<file path="src/rtl/alu_seq.sv">
// rtl/alu_seq.sv - handshaked sequential ALU with accumulator, iterative mul/div and sticky error state
module alu_seq #(
    parameter int W = 16
) (
    input  logic           clk,
    input  logic           reset,
    input  logic           in_valid,
    output logic           in_ready,
    input  logic [3:0]     op,
    input  logic           src_a,
    input  logic           src_b,
    input  logic [W-1:0]   in_a,
    input  logic [W-1:0]   in_b,
    output logic           out_valid,
    input  logic           out_ready,
    output logic [2*W-1:0] result,
    output logic           err,
    output logic [2*W-1:0] acc,
    output logic [1:0]     state
);

    localparam logic [1:0] S_IDLE  = 2'b00;
    localparam logic [1:0] S_EXEC  = 2'b01;
    localparam logic [1:0] S_DONE  = 2'b10;
    localparam logic [1:0] S_ERROR = 2'b11;

    localparam logic [3:0] OP_ADD  = 4'd0;
    localparam logic [3:0] OP_SUB  = 4'd1;
    localparam logic [3:0] OP_MUL  = 4'd2;
    localparam logic [3:0] OP_DIV  = 4'd3;
    localparam logic [3:0] OP_AND  = 4'd4;
    localparam logic [3:0] OP_OR   = 4'd5;
    localparam logic [3:0] OP_XOR  = 4'd6;
    localparam logic [3:0] OP_NOT  = 4'd7;
    localparam logic [3:0] OP_NAND = 4'd8;
    localparam logic [3:0] OP_NOR  = 4'd9;
    localparam logic [3:0] OP_XNOR = 4'd10;
    localparam logic [3:0] OP_SHL  = 4'd11;
    localparam logic [3:0] OP_SHR  = 4'd12;
    localparam logic [3:0] OP_NOP  = 4'd13;
    localparam logic [3:0] OP_RSV  = 4'd14;
    localparam logic [3:0] OP_CLR  = 4'd15;

    localparam int            CW       = (W > 1) ? $clog2(W) : 1;
    localparam logic [CW-1:0] CNT_LAST = CW'(W - 1);
    localparam logic [W-1:0]  SH_LIM   = W'(2 * W);

    logic [1:0]     state_q;
    logic [2*W-1:0] result_q;
    logic           err_q;
    logic [2*W-1:0] acc_q;

    // Iterative datapath: p/m are product and shifted multiplicand, q is multiplier or
    // dividend/quotient, r is the partial remainder.
    logic [2*W-1:0] p_q, m_q;
    logic [W-1:0]   q_q, b_q, r_q;
    logic           is_div_q;
    logic [CW-1:0]  cnt_q;

    logic [W-1:0]   a_sel, b_sel;
    logic [W:0]     sum;
    logic [2*W-1:0] sc_res;
    logic           sc_err;
    logic           go_exec;

    logic [2*W-1:0] p_nx, m_nx, x_res;
    logic [W:0]     r_sh;
    logic           div_ge;
    logic [W-1:0]   r_nx, q_nx;

    function automatic logic [2*W-1:0] zext(input logic [W-1:0] x);
        return {{W{1'b0}}, x};
    endfunction

    assign a_sel   = src_a ? acc_q[W-1:0] : in_a;
    assign b_sel   = src_b ? acc_q[W-1:0] : in_b;
    assign sum     = {1'b0, a_sel} + {1'b0, b_sel};
    assign go_exec = (op == OP_MUL) || ((op == OP_DIV) && (b_sel != '0));

    always_comb begin
        sc_res = '0;
        sc_err = 1'b0;
        case (op)
            OP_ADD:  sc_res = {{(W-1){1'b0}}, sum};
            OP_SUB:  if (b_sel > a_sel) sc_err = 1'b1;
                     else sc_res = zext(a_sel - b_sel);
            OP_MUL:  sc_res = '0;
            OP_DIV:  sc_err = (b_sel == '0);
            OP_AND:  sc_res = zext(a_sel & b_sel);
            OP_OR:   sc_res = zext(a_sel | b_sel);
            OP_XOR:  sc_res = zext(a_sel ^ b_sel);
            OP_NOT:  sc_res = zext(~b_sel);
            OP_NAND: sc_res = zext(~(a_sel & b_sel));
            OP_NOR:  sc_res = zext(~(a_sel | b_sel));
            OP_XNOR: sc_res = zext(~(a_sel ^ b_sel));
            OP_SHL:  sc_res = (a_sel >= SH_LIM) ? '0 : (zext(b_sel) << a_sel);
            OP_SHR:  sc_res = (a_sel >= SH_LIM) ? '0 : (zext(b_sel) >> a_sel);
            OP_NOP:  sc_res = acc_q;
            OP_RSV:  sc_err = 1'b1;
            OP_CLR:  sc_res = '0;
            default: sc_res = '0;
        endcase
        if (sc_err) sc_res = '0;
    end

    // One shift-add or one restoring-division step per EXEC cycle.
    assign p_nx   = q_q[0] ? (p_q + m_q) : p_q;
    assign m_nx   = m_q << 1;
    assign r_sh   = {r_q, q_q[W-1]};
    assign div_ge = (r_sh >= {1'b0, b_q});
    assign r_nx   = div_ge ? W'(r_sh - {1'b0, b_q}) : r_sh[W-1:0];
    assign q_nx   = is_div_q ? {q_q[W-2:0], div_ge} : {1'b0, q_q[W-1:1]};
    assign x_res  = is_div_q ? {r_nx, q_nx} : p_nx;

    always_ff @(posedge clk or negedge reset) begin
        if (!reset) begin
            state_q  <= S_IDLE;
            result_q <= '0;
            err_q    <= 1'b0;
            acc_q    <= '0;
            p_q      <= '0;
            m_q      <= '0;
            q_q      <= '0;
            b_q      <= '0;
            r_q      <= '0;
            is_div_q <= 1'b0;
            cnt_q    <= '0;
        end else begin
            case (state_q)
                S_IDLE: begin
                    if (in_valid) begin
                        if (go_exec) begin
                            state_q  <= S_EXEC;
                            cnt_q    <= '0;
                            is_div_q <= (op == OP_DIV);
                            p_q      <= '0;
                            m_q      <= zext(a_sel);
                            q_q      <= (op == OP_DIV) ? a_sel : b_sel;
                            r_q      <= '0;
                            b_q      <= b_sel;
                        end else begin
                            state_q  <= S_DONE;
                            result_q <= sc_res;
                            err_q    <= sc_err;
                            if (!sc_err) acc_q <= sc_res;
                        end
                    end
                end
                S_EXEC: begin
                    p_q   <= p_nx;
                    m_q   <= m_nx;
                    q_q   <= q_nx;
                    r_q   <= r_nx;
                    cnt_q <= cnt_q + CW'(1);
                    if (cnt_q == CNT_LAST) begin
                        state_q  <= S_DONE;
                        result_q <= x_res;
                        err_q    <= 1'b0;
                        acc_q    <= x_res;
                    end
                end
                S_DONE: begin
                    if (out_ready) state_q <= err_q ? S_ERROR : S_IDLE;
                end
                default: begin
                    // Sticky error: only clear recovers; anything else reports err again.
                    if (in_valid) begin
                        state_q  <= S_DONE;
                        result_q <= '0;
                        err_q    <= (op != OP_CLR);
                        if (op == OP_CLR) acc_q <= '0;
                    end
                end
            endcase
        end
    end

    assign in_ready  = (state_q == S_IDLE) || (state_q == S_ERROR);
    assign out_valid = (state_q == S_DONE);
    assign result    = result_q;
    assign err       = err_q;
    assign acc       = acc_q;
    assign state     = state_q;

endmodule
</file>
<file path="config.mk">
export PLATFORM = sky130hd
export DESIGN_NAME = alu_seq
export DESIGN_NICKNAME = d
export VERILOG_FILES = /design/src/rtl/alu_seq.sv
export SDC_FILE = /design/constraint.sdc
export NUM_CORES = 1
export LEC_CHECK = 0
export BUFFER_PORTS_ARGS = -buffer_cell sky130_fd_sc_hd__buf_2
export CELL_PAD_IN_SITES_DETAIL_PLACEMENT = 2
export CELL_PAD_IN_SITES_GLOBAL_PLACEMENT = 2
export CORE_MARGIN = 2
export CORE_UTILIZATION = 38
export DETAILED_ROUTE_END_ITERATION = 6
export GPL_TIMING_DRIVEN = 0
export PLACE_DENSITY_LB_ADDON = 0.1
export SLEW_MARGIN = 10
export SYNTH_ARGS = -nofsm -noshare
export SYNTH_HDL_FRONTEND = slang
export SYNTH_SLANG_ARGS = --single-unit
</file>
<file path="constraint.sdc">
create_clock -name clk -period 4.46 [get_ports clk]
set_clock_uncertainty 0.05 [all_clocks]
set_input_delay 0 -clock clk [delete_from_list [all_inputs] [get_ports clk]]
set_output_delay 0 -clock clk [all_outputs]
set_load 0.01 [all_outputs]
</file>
==> insert_results.sql <==
INSERT INTO impl_metrics (metric_group, metric, value, unit) VALUES
('power_and_ir_drop', 'peakVddDrop', '0.317', 'mV'),
('detailed_routing', 'drt_first_iter_violations', '2101', ''),
('detailed_routing', 'drt.antenna.violating_nets', '0', ''),
('detailed_routing', 'drc_errors', '0', ''),
('die', 'coreArea', '0.0442', 'mm²'),
('global_route', 'groute.usage.overall', '40.9', '%'),
('detailed_routing', 'detail_route.vias_per_cell', '6.72', ''),
('power_and_ir_drop', 'power_density', '597', 'mW/mm²'),
('die', 'die-height', '216', 'µm'),
('clock_tree', 'clock_path_buffers', '2', ''),
('synthesis', 'synth_sequential_area_ratio', '27.0', '%'),
('die', 'ios', '111', ''),
('sta', 'setup_violations', '0', ''),
('sta', 'period_needed', '4.46', 'ns'),
('sta', 'setup_ws', '0.000644', 'ns'),
('detailed_routing', 'dr_total_vias', '19553', ''),
('detailed_routing', 'routedWlPerCell', '33.1', 'µm'),
('sta', 'worst_pin_slew', '1.40', 'ns'),
('worst_setup_path', 'timing.critical_path.arrival', '4.76', 'ns'),
('die', 'floorplan.rows', '77', ''),
('place', 'pre_cts_ws', '-2.49', 'ns'),
('worst_hold_path', 'class_of_the_most_critical_hold_timing_path', 'input pin to asynchronous set/reset pin', ''),
('power_and_ir_drop', 'internal-power', '5.30', 'mW'),
('global_route', 'grt_start_max_net_pins', '102', ''),
('detailed_routing', 'detail_route.first_pass.iterations', '7', ''),
('clock_tree', 'cts-buffers-inserted', '17', ''),
('power_and_ir_drop', 'net_load_switching_power', '6.51', 'mW'),
('global_route', 'grt_pass1_vias', '20129', ''),
('sta', 'slew_headroom', '4.34', '%'),
('worst_setup_path', 'endpoint_kind', 'flip-flop', ''),
('synthesis', 'post_synth_instance_area', '0.0170', 'mm²'),
('global_route', 'globalRouteOverflowTotal', '0', ''),
('clock_tree', 'clk_root_buffer_cell', 'clkbuf_16', ''),
('die', 'die_width', '216', 'µm'),
('outcome', 'status', 'finished, final reports clean', ''),
('synthesis', 'yosys.area.top_type', 'dfrtp_1', ''),
('synthesis', 'yosysMostFrequentCell', 'nand2_1', ''),
('detailed_routing', 'routed_wl', '96.3', 'mm'),
('sta', 'min_period_over_period', '100', '%'),
('global_route', 'grt_pass1_wl', '140', 'mm'),
('job', 'maxCapViolations', '0', ''),
('place', 'place.gp.congestion', '0.984', ''),
('sta', 'fmax', '224', 'MHz'),
('synthesis', 'syn-instance-count', '2145', ''),
('sta', 'final_max_slew_viol_count', '0', ''),
('sta', 'hold_ws', '0.0684', 'ns'),
('power_and_ir_drop', 'combinationalPowerShare', '63.8', '%'),
('clock_tree', 'htreeDepth', '4', ''),
('clock_tree', 'clock_sinks', '184', ''),
('synthesis', 'synth-main-ff-cell', 'dfrtp_1', ''),
('place', 'post-place-cells', '2847', ''),
('worst_setup_path', 'worstPathMaxFanout', '10', ''),
('sta', 'setup_tns', '0', 'ns'),
('die', 'die_area', '0.0465', 'mm²'),
('sta', 'grt_setup_unrepaired', 'no', ''),
('synthesis', 'synth.distinct_cells', '89', ''),
('layout', 'syn_to_final_growth', '16.1', '%'),
('synthesis', 'synth-seq-cells', '184', ''),
('synthesis', 'yosysWarningCount', '0', ''),
('worst_setup_path', 'worst-setup-path-type', 'flip-flop to flip-flop', ''),
('worst_setup_path', 'worst_ep_required_time', '4.77', 'ns'),
('layout', 'layout.cells.non_filler', '2908', ''),
('power_and_ir_drop', 'power.sequential.fraction', '22.9', '%'),
('synthesis', 'synth_nets', '2290', ''),
('synthesis', 'synth_enable_flop_cells', '0', ''),
('synthesis', 'synthTopCellsByCount', '241 x nand2_1, 198 x nor2_1, 190 x o21ai_0', ''),
('place', 'port-buffer-count', '106', ''),
('layout', 'finalNetCount', '2447', ''),
('place', 'dp_hpwl', '74.3', 'mm'),
('synthesis', 'avgSynthCellArea', '7.94', 'µm²'),
('global_route', 'antenna_found_initial', '1', ''),
('die', 'initial_utilization', '38.5', '%'),
('synthesis', 'synth_async_sr_flop_share', '100', '%'),
('sta', 'final_hold_viol_count', '0', ''),
('power_and_ir_drop', 'share_clk_of_total_power', '13.3', '%'),
('power_and_ir_drop', 'power_leakage', '8.63', 'nW'),
('worst_setup_path', 'setup.worst_path.start_class', 'flip-flop', ''),
('clock_tree', 'worst_skew_pair.late_latency', '0.47', 'ns'),
('power_and_ir_drop', 'switching_power_as_a_share_of_total_power', '55.1', '%'),
('clock_tree', 'cts_tree', 'done', ''),
('clock_tree', 'cts.reportedPaths.clkPinSlew', '0.08', 'ns'),
('synthesis', 'synth_top_area_share', '27.0', '%'),
('synthesis', 'post_synth_main_area_contributors', 'dfrtp_1 27%, ha_1 7.3%, mux2i_1 6.4%', ''),
('layout', 'drive_above_1_share', '16.6', '%');
power by group through the flow:
stage	Clock [mW]	Combinational [mW]	Sequential [mW]
after global routing	1.63	7.92	2.73
final	1.57	7.54	2.71
after CTS	1.56	7.11	2.68
after floorplan	0	4.09	2.49
after detailed placement	0	6.80	2.66
after global placement	0	6.52	2.63
cell families (layout without fill, tap and decap cells):
logic type | count (synthesis) | in the layout | synth area share [%]
AOI/OAI and AO/OA | 711 | 711 | 27.2
buffers and inverters | 244 | 414 | 5.81
other | 0 | 1 | 0
and+or+nand+nor | 669 | 669 | 17.8
muxes | 179 | 179 | 11.5
adders and majority gates | 103 | 103 | 7.74
xor gates and xnor gates | 55 | 55 | 2.83
DFF | 184 | 184 | 27.0
cells in the final DEF (no fill, tap or decap), drive strengths merged, types with 26 or more instances in the layout:
cell,Yosys,final
nand2,241,241
nor2,198,198
o21ai,192,192
buf,45,187
dfrtp,184,184
a21oi,169,169
mux2i,114,114
clkbuf,102,114
inv,97,103
ha,99,99
mux2,60,60
nand3,50,50
a211oi,42,42
a31oi,37,37
xnor2,37,37
nor3,34,34
nor2b,26,26
o211ai,26,26
sequential cells by signal, indices dropped and copies added, names as in the netlist:
| signal | count |
|---|---|
| cnt_q | 4 |
| is_div_q | 1 |
| result | 32 |
| p_q | 32 |
| r_q | 16 |
| err | 1 |
| q_q | 16 |
| b_q | 16 |
| m_q | 32 |
| state | 2 |
| acc | 32 |
cell type report:
| cell class | count | area [µm²] |
|---|---|---|
| multi-input cells | 1717 | 11900 |
| inverters | 97 | 380 |
| clock inverters | 14 | 130 |
| flip-flops and latches | 184 | 4610 |
| repair buffers | 146 | 890 |
| well taps | 592 | 741 |
| fillers | 5053 | 24500 |
| plain buffers | 139 | 719 |
| clock buffers | 18 | 439 |
| diodes | 1 | 2.50 |
per-stage QoR:
stage               total power [mW]  util, %  cell area (µm²)
floorplan                       6.58        -            17000
global placement                9.15     41.4            18300
detailed placement              9.46     41.6            18400
CTS                             11.4     44.1            19500
global route                    12.3     44.7            19800
finish                          11.8     44.7            19800
critical path, stage by stage, from the launching register on:
cell and delay (ns):
dfrtp_1 0.50, mux2i_2 0.87, inv_1 0.62, ha_1 0.47, a21o_1 0.18, a21o_1 0.20, a21oi_1 0.23, a211o_1 0.16
o2111ai_1 0.15, or3_1 0.38, a32o_1 0.23, mux2_2 0.26
what timing repair did:
item | in CTS | in global routing
endpoints found under the hold margin | 85 | 0
pin swaps | 8 | 6
setup endpoints to repair | 65 | 70
gates cloned | 0 | 0
hold buffers | 2 | 0
resized for setup | 96 | 43
buffers inserted | 21 | 13
metal layers:
layer | GRT usage (%) | vias to the layer above | routed length, µm
li1 | - | 8183 | -
met1 | 56.5 | 10203 | 42200
met2 | 61.7 | 963 | 41900
met3 | 8.77 | 204 | 8180
met4 | 16.8 | 0 | 4080
met5 | 0 | - | 0
worst paths after layout:
kind,startpoint,endpoint,slack (ns),cells after the start
min,reset,acc[23],0.07,2
max reg2reg,acc[12],result[15],0.0006,11
max in group asynchronous,reset,acc[1],3.22,3
min in group clk,in_valid,state[1],0.07,4
min reg2reg,result[10],result[10],0.44,2
max,acc[12],result[15],0.0006,11
Power figures use the tool's default switching activity.
